## src/rtl/fifo_access_arbiter.sv

```systemverilog
`default_nettype none
// ============================================================================
//  Module   : fifo_access_arbiter
//  Purpose  : Round-robin arbiter sharing one single-access FIFO between two
//             producers and one consumer, with a flush/drain sequence.
//             Optional FIFO_ARB_LEVEL_EN adds level_o and overflow_err_o.
//  Revision : 1.0  initial release
// ============================================================================
module fifo_access_arbiter #(
    parameter int FIFO_WIDTH = 32,
    parameter int FIFO_DEPTH = 16
) (
    input  logic                  clk,
    input  logic                  rst,
    input  logic [1:0]            wr_req_i,
    input  logic [FIFO_WIDTH-1:0] wr_data0_i,
    input  logic [FIFO_WIDTH-1:0] wr_data1_i,
    output logic [1:0]            wr_gnt_o,
    input  logic                  rd_req_i,
    output logic                  rd_gnt_o,
    output logic                  rd_valid_o,
    output logic [FIFO_WIDTH-1:0] rd_data_o,
    input  logic                  flush_i,
    output logic                  flush_done_o,
    output logic                  write_en_o,
    output logic                  read_en_o,
    output logic [FIFO_WIDTH-1:0] data_in_o,
    input  logic [FIFO_WIDTH-1:0] data_out_i,
    input  logic                  full_i,
    input  logic                  empty_i
`ifdef FIFO_ARB_LEVEL_EN
    ,
    output logic [$clog2(FIFO_DEPTH+1)-1:0] level_o,
    output logic                  overflow_err_o
`endif
);

    localparam int            CW      = $clog2(FIFO_DEPTH + 1);
    localparam logic [CW-1:0] C_DEPTH = CW'(FIFO_DEPTH);
    localparam logic [1:0]    PTR_WR0 = 2'd0;
    localparam logic [1:0]    PTR_WR1 = 2'd1;
    localparam logic [1:0]    PTR_RD  = 2'd2;

    typedef enum logic [1:0] {
        ST_ARB   = 2'd0,
        ST_FLUSH = 2'd1,
        ST_DONE  = 2'd2
    } state_t;

    state_t                  state_q;
    logic [1:0]              ptr_q;
    logic [CW-1:0]           cnt_q;
    logic [CW-1:0]           cnt_d;
    logic [1:0]              wr_gnt_q;
    logic                    rd_gnt_q;
    logic                    rd_valid_q;
    logic                    flush_done_q;
    logic                    write_en_q;
    logic                    read_en_q;
    logic [FIFO_WIDTH-1:0]   data_in_q;

    logic [2:0]              elig_w;
    logic                    win_valid_w;
    logic [1:0]              win_w;
    logic [2:0]              rot_sum_w;
    logic [1:0]              ptr_d;

    // Occupancy once the operation currently on the FIFO port has landed;
    // decisions use this so back-to-back grants never over/underflow.
    assign cnt_d = cnt_q + {{(CW-1){1'b0}}, write_en_q} - {{(CW-1){1'b0}}, read_en_q};

    assign elig_w[0] = wr_req_i[0] && !wr_gnt_q[0] && (cnt_d < C_DEPTH) && !full_i;
    assign elig_w[1] = wr_req_i[1] && !wr_gnt_q[1] && (cnt_d < C_DEPTH) && !full_i;
    assign elig_w[2] = rd_req_i    && !rd_gnt_q    && (cnt_d != '0)     && !empty_i;

    // Scan from the farthest slot back to ptr so the closest eligible one wins.
    always_comb begin
        win_valid_w = 1'b0;
        win_w       = ptr_q;
        rot_sum_w   = '0;
        for (int k = 2; k >= 0; k--) begin
            rot_sum_w = {1'b0, ptr_q} + 3'(k);
            if (rot_sum_w >= 3'd3) begin
                rot_sum_w = rot_sum_w - 3'd3;
            end
            if (elig_w[rot_sum_w[1:0]]) begin
                win_valid_w = 1'b1;
                win_w       = rot_sum_w[1:0];
            end
        end
    end

    assign ptr_d = (win_w == PTR_RD) ? PTR_WR0 : (win_w + 2'd1);

    always_ff @(posedge clk or posedge rst) begin
        if (rst) begin
            state_q      <= ST_ARB;
            ptr_q        <= PTR_WR0;
            cnt_q        <= '0;
            wr_gnt_q     <= 2'b00;
            rd_gnt_q     <= 1'b0;
            rd_valid_q   <= 1'b0;
            flush_done_q <= 1'b0;
            write_en_q   <= 1'b0;
            read_en_q    <= 1'b0;
            data_in_q    <= '0;
        end else begin
            cnt_q        <= cnt_d;
            wr_gnt_q     <= 2'b00;
            rd_gnt_q     <= 1'b0;
            rd_valid_q   <= rd_gnt_q;
            flush_done_q <= 1'b0;
            write_en_q   <= 1'b0;
            read_en_q    <= 1'b0;
            data_in_q    <= '0;
            case (state_q)
                ST_ARB: begin
                    if (flush_i) begin
                        state_q <= ST_FLUSH;
                    end else if (win_valid_w) begin
                        ptr_q <= ptr_d;
                        if (win_w == PTR_RD) begin
                            rd_gnt_q  <= 1'b1;
                            read_en_q <= 1'b1;
                        end else begin
                            wr_gnt_q[win_w[0]] <= 1'b1;
                            write_en_q         <= 1'b1;
                            data_in_q          <= (win_w == PTR_WR1) ? wr_data1_i : wr_data0_i;
                        end
                    end
                end
                ST_FLUSH: begin
                    if (cnt_d != '0) begin
                        read_en_q <= 1'b1;
                    end else begin
                        state_q      <= ST_DONE;
                        flush_done_q <= 1'b1;
                    end
                end
                ST_DONE: begin
                    state_q <= ST_ARB;
                end
                default: begin
                    state_q <= ST_ARB;
                end
            endcase
        end
    end

    assign wr_gnt_o     = wr_gnt_q;
    assign rd_gnt_o     = rd_gnt_q;
    assign rd_valid_o   = rd_valid_q;
    assign rd_data_o    = data_out_i;
    assign flush_done_o = flush_done_q;
    assign write_en_o   = write_en_q;
    assign read_en_o    = read_en_q;
    assign data_in_o    = data_in_q;

`ifdef FIFO_ARB_LEVEL_EN
    logic overflow_err_q;

    // Sticky: any disagreement between our count and the FIFO's own flags.
    always_ff @(posedge clk or posedge rst) begin
        if (rst) begin
            overflow_err_q <= 1'b0;
        end else if (((cnt_q == C_DEPTH) ^ full_i) || ((cnt_q == '0) ^ empty_i)) begin
            overflow_err_q <= 1'b1;
        end
    end

    assign level_o        = cnt_q;
    assign overflow_err_o = overflow_err_q;
`endif

endmodule
`default_nettype wire

```

## config.mk

```make
export PLATFORM = sky130hd
export DESIGN_NAME = fifo_access_arbiter
export DESIGN_NICKNAME = d
export VERILOG_FILES = /design/src/rtl/fifo_access_arbiter.sv
export SDC_FILE = /design/constraint.sdc
export NUM_CORES = 1
export LEC_CHECK = 0
export ABC_CLOCK_PERIOD_IN_PS = 3900
export CORE_AREA = 2 2 80 101
export DETAILED_ROUTE_END_ITERATION = 10
export DIE_AREA = 0 0 82 103
export PLACE_DENSITY = 0.79
export SETUP_SLACK_MARGIN = 0.05
export SYNTH_ARGS = -nofsm -noshare
export SYNTH_HDL_FRONTEND = slang
export SYNTH_SLANG_ARGS = --single-unit
```

## constraint.sdc

```tcl
create_clock -name clk -period 3.9 [get_ports clk]
set_input_delay 0.975 -clock clk [delete_from_list [all_inputs] [get_ports clk]]
set_output_delay 0.975 -clock clk [all_outputs]
set_load 0.02 [all_outputs]
```

# Yosys cells after proc, flatten, opt, wreduce, memory -nomap -nowiden
# Index checks and enable logic that the tools add are counted.
# word_totals
regBits	48
elab_cells	94
output_inout_bits	71
# op_classes
n_eq_ne	5
n_reduce_logical	19
bitwise_logic	1
n_addsub	8
order_cmp	9
muxes	42
# op_table
cell	count
two-way mux 32 bit	5
two-way mux 2 bit	13
two-way mux 1 bit	18
logical AND 1 bit	10
< comparator 2 x 3 -> 1 bit, second input constant	3
binary-select mux 1 bit (select 2 bit)	3
>= comparator 3 x 2 -> 1 bit, second input constant	2
subtractor 2 bit, second input constant	3
adder 5 x 1 -> 5 bit	1
logical NOT 1 bit	5
< comparator 5 bit, second input constant	1
nonzero test 5 bit	1
subtractor 5 x 1 -> 5 bit	1
equality test 2 x 1 -> 1 bit, second input constant	2
inequality test 2 bit, second input constant	2
case mux 2 bit (2 select lines)	1
adder 2 x 1 -> 3 bit, second input constant	1
adder 2 x 2 -> 3 bit, second input constant	1
AND reduction 3 bit	1
adder 2 x 1 -> 2 bit, second input constant	1
equality test 2 bit, second input constant	1
>= comparator 2 bit, second input constant	1
logical NOT 2 bit	1
< comparator 1 x 2 -> 1 bit, second input constant	1
5 further kinds	5

# Logic depth before layout (Yosys ltp)
# logic_depth
depth_word	18
ltp_mapped	16

# Worst setup path before layout
# OpenSTA, ideal clock, no wires.
# synth_timing
path_kind	register -> register
startpoint	register read_en_q (netlist: read_en_o)
endpoint	register data_in_q[0] (netlist: data_in_o[0])
required_time_ns	3.829
arrival_time_ns	3.314
path_buffers	2
period_less_slack_ns	3.385
setup_slack_ns	0.515
path_stages_with_launch	16
path_cell_list	dfrtp_1 ha_1 inv_1 ha_1 inv_1 fa_1 nand2b_1 a21oi_4 xnor2_2 or3_4 a2111oi_4 o2111ai_2 nand2b_4 buf_6 buf_6 nor2_1
# synth_between
elab_chain_len	15
word_cells_on_any_way	28
cone_classes	add/sub (1); order compare (1); eq/ne (2); mux (17); reduce/logical (7)
# synth_lines
item	line	source
from (decl)	59	logic read_en_q;
from (signal assigned)	105	read_en_q <= 1'b0;
from (signal assigned)	114	read_en_q <= 1'b0;
from (signal assigned)	124	read_en_q <= 1'b1;
subtractor 5 x 1 -> 5 bit *	70	assign cnt_d = cnt_q + {{(CW-1){1'b0}}, write_en_q} - {{(CW-1){1'b0}}, read_en_q};
named net cnt_d[4]	53	logic [CW-1:0] cnt_d;
< comparator 5 bit / nonzero test 5 bit (equally long branches)	72, 73, 74	
logical AND 1 bit (on tied branches) (2 in a row)	72, 73, 74	
binary-select mux 1 bit (select 2 bit)	86	if (elig_w[rot_sum_w[1:0]]) begin
two-way mux 1 bit (not written as such)	86	
two-way mux 2 bit (3 in a row)	86	
equality test 2 x 1 -> 1 bit	128	data_in_q <= (win_w == PTR_WR1) ? wr_data1_i : wr_data0_i;
two-way mux 32 bit	128	
two-way mux 32 bit	122	if (win_w == PTR_RD) begin
two-way mux 32 bit *	120	end else if (win_valid_w) begin
two-way mux 32 bit *	118	if (flush_i) begin
two-way mux 32 bit *	116	case (state_q)
to (signal assigned)	128	
to (decl)	60	logic [FIFO_WIDTH-1:0] data_in_q;
# Mark *: on every way through the listed nets, which the timed path passes. The rest lies on a longest branch. The select of a mux whose other input is x is not followed.
# A chain may end at the register's enable or synchronous reset.

# Worst setup path after layout
# layout_timing
startpoint	register read_en_q (netlist: read_en_o)
endpoint	register ptr_q[0]
# layout_between
elab_chain_len	11
word_cells_on_any_way	25
cone_classes	add/sub (2); order compare (1); eq/ne (1); mux (13); reduce/logical (8)
# layout_lines
item	line	source
subtractor 5 x 1 -> 5 bit *	70	
named net cnt_d[4]	53	
< comparator 5 bit / nonzero test 5 bit (equally long branches)	72, 73, 74	
logical AND 1 bit (on tied branches) (2 in a row)	72, 73, 74	
binary-select mux 1 bit (select 2 bit)	86	
two-way mux 1 bit (not written as such)	86	
two-way mux 2 bit (3 in a row)	86	
adder 2 x 1 -> 2 bit / equality test 2 bit (equally long branches)	93	assign ptr_d = (win_w == PTR_RD) ? PTR_WR0 : (win_w + 2'd1);
two-way mux 2 bit	93	
to (signal assigned)	121	ptr_q <= ptr_d;
to (decl)	51	logic [1:0] ptr_q;
# Marked as above.

==> results.sh <==
export IMPL_clkSinkCount=48
export IMPL_hpwl_um=4450
export IMPL_clock_skew_ns=0.00498
export IMPL_dieArea_sq_um=8450
export IMPL_vias_per_cell=4.81
export IMPL_synth_flop_cell="dfrtp_1"
export IMPL_wl_met3_um=470
export IMPL_maxSlewViolCount=0
export IMPL_grt_usage_pct=14.7
export IMPL_nFillCells=714
export IMPL_port_buffers=110
export IMPL_peakVddDrop_mv=0.370
export IMPL_synthCells=245
export IMPL_dr_max_layer_used="met4"
export IMPL_ys_top_cells_by_area="dfrtp_1 46%, mux2i_1 13%, buf_4 9.7%, nor2_1 6.3%, ha_1 3.3%"
export IMPL_start_util_pct=34.7
export IMPL_first_pass_iters=4
export IMPL_critPathLaunch="read_en_o"
export IMPL_layout_common_cells="110 x clkdlybuf4s50_1, 48 x dfrtp_1, 44 x nor2_1, 33 x mux2i_1, 15 x inv_1"
export IMPL_hold_path_class="flop to flop"
export IMPL_diodes=0
export IMPL_synth_cell_types=44
export IMPL_grt_pass1_wl_um=9540
export IMPL_cts_buffer_depth=2
export IMPL_grt_overflow_total=0
export IMPL_synth_edf_count=0
export IMPL_criticalPathCategory="flop to flop"
export IMPL_fin_crit_sh_pct=91.3
export IMPL_crit_fanout=18
export IMPL_vias=2033
export IMPL_ctsHtreeMaxLevel=2
export IMPL_rows=36
export IMPL_core_area_sq_um=7570
export IMPL_rsz0062_at_grt="no"
export IMPL_first_global_vias=2102
export IMPL_wl_met1_um=2120
export IMPL_final_nets=439
export IMPL_dp_cells=412
export IMPL_end_kind="flop"
export IMPL_cts_hold_buffers_added=0
export IMPL_synth_top_area_share_pct=45.7
export IMPL_die_h_um=103
export IMPL_status="completed"
export IMPL_drt_iter0_markers=73
export IMPL_drive_above_1_share_pct=7.93
export IMPL_hold_viol=0
export IMPL_p_leak_nw=1.62
export IMPL_io_pins=175
export IMPL_dieWidth_um=82
export IMPL_ys_seq_area_share_pct=45.7
export IMPL_power_density_nw_per_um2=685
export IMPL_multi_input_area_sq_um=1070
export IMPL_synth_top_area_cell="dfrtp_1"
export IMPL_syn_avg_cell_area_sq_um=10.7
export IMPL_async_flop_share_pct=100
export IMPL_max_freq_mhz=281
export IMPL_reg2reg_from="read_en_o"
export IMPL_syn_area_sq_um=2630
export IMPL_syn_nets=357
export IMPL_stdcell_area_sq_um=3710
export IMPL_fin_crit_ns=3.56
export IMPL_detailedPlace_worstSlack_ns=0.201
export IMPL_wire_per_inst_um=14.2
export IMPL_cts_buffers_inserted=5
export IMPL_final_core_util_pct=49.0
export IMPL_final_cell_count_no_fill=423
export IMPL_worstPathArrival_ns=3.78
export IMPL_clock_latency_ns=0.29
export IMPL_grt_max_degree=49
export IMPL_syn2layout_area_growth_pct=41.3
export IMPL_antenna_found_initial=0
export IMPL_timing_max_cap_violations=0
export IMPL_final_setup_worst_slack_ns=0.340
export IMPL_cp_required_ns=4.12
export IMPL_cp_start_kind="flop"
export IMPL_slew_limit_headroom_pct=34.1
export IMPL_final_common_cell="clkdlybuf4s50_1"
export IMPL_register_area_sq_um=1200
export IMPL_ys_warn_count=0
export IMPL_path_clk_slew_ns=0.08
export IMPL_cts_tree="built"
export IMPL_hp_start="rd_gnt_o"
export IMPL_post_route_drc_count=0
export IMPL_synth_seq_cells=48
export IMPL_globalplace_congestion=0.936
export IMPL_antenna_left=0
export IMPL_totalWireLength_um=6020
export IMPL_wl_met2_um=3360
export IMPL_final_setup_viol_count=0
export IMPL_dpl_cell_area_sq_um=3590
export IMPL_worst_slew_pin_slew_ns=0.987
export IMPL_clockRootBuffer="clkbuf_8"
export IMPL_fin_setup_tns_ns=0
-- timing repair --
| action | CTS | global route |
|---|---|---|
| gates resized for setup | 0 | 1 |
| buffers inserted | 0 | 2 |
| endpoints found under the setup margin | 0 | 31 |
-- routing by layer --
metal  global-route usage [%]  vias to the layer above
met3                     5.17                        8
met2                     27.6                       82
li1                         -                      949
met5                        0                        -
met4                     5.13                        0
met1                     14.8                      994
-- metrics by stage --
stage / hold slack [ns] / power, W
after floorplan: 0.472 / 0.00185
after global placement: 0.411 / 0.00217
after detailed placement: 0.407 / 0.00221
final: 0.420 / 0.00254
after CTS: 0.432 / 0.00252
after global routing: 0.455 / 0.00274
-- state kept, by name, summed over array words and instances (netlist names) --
| register | flops |
|---|---|
| read_en_o | 1 |
| data_in_o | 32 |
| write_en_o | 1 |
| cnt_q | 5 |
| state_q | 2 |
| wr_gnt_o | 2 |
| rd_valid_o | 1 |
| flush_done_o | 1 |
| rd_gnt_o | 1 |
| ptr_q | 2 |
-- power breakdown --
part	leakage [nW]	switching (W)	internal, W	total, W
clock	0.0455	0.000151	0.000145	0.000296
combinational	0.931	0.000850	0.000771	0.00162
sequential	0.648	0.0000503	0.000574	0.000625
-- path summary, 6_finish.rpt --
check / to / slack [ns] / cells after the start
min: rd_valid_o / 0.42 / 0
max: ptr_q[0] / 0.34 / 13
max in group asynchronous: data_in_o[3] / 2.05 / 2
max reg2reg: ptr_q[0] / 0.34 / 13
min reg2reg: rd_valid_o / 0.42 / 0
min in group asynchronous: data_in_o[23] / 1.22 / 2
-- logic make-up after synthesis --
family                     Yosys count  synth area share (%)
and+or+nand+nor                     67                  11.9
buffers and inverters               58                  14.4
DFF                                 48                  45.7
muxes                               34                  13.0
AOI/OAI and AO/OA                   26                  8.96
adders and majority gates            8                  4.10
xor gates and xnor gates             4                  1.91
-- Yosys cell counts, types with 2 or more instances --
library cell  count
dfrtp_1          48
o21ai_0           2
nor3_1            4
xnor2_1           2
ha_1              7
o211ai_1          2
nand2b_1          4
buf_4            34
buf_6             4
a21o_1            2
mux2i_1          33
nor2_1           44
o22ai_1           2
a21oi_1           4
nor4_1            2
o21a_1            2
buf_2             2
nor3b_1           2
nand2_1           5
inv_1            16
-- layout make-up --
type / instances / area share, %
Sequential cell: 48 / 32.4
Timing Repair Buffer: 115 / 31.4
Multi-Input combinational cell: 140 / 28.9
Tap cell: 95 / 3.20
Clock buffer: 8 / 2.43
Inverter: 17 / 1.72
-- worst max-delay path, cell delays in order (launching register included) --
cell and delay (ns):
dfrtp_1 0.40, ha_1 0.30, inv_1 0.06, ha_1 0.15, inv_1 0.05, fa_1 0.39
nand2b_1 0.19, a21oi_4 0.18, xnor2_2 0.16, or3_4 0.45, a2111oi_4 0.34, o2111ai_2 0.30
nand2b_4 0.33, o21ai_1 0.17
No activity file was read; power rests on OpenSTA's default activity.
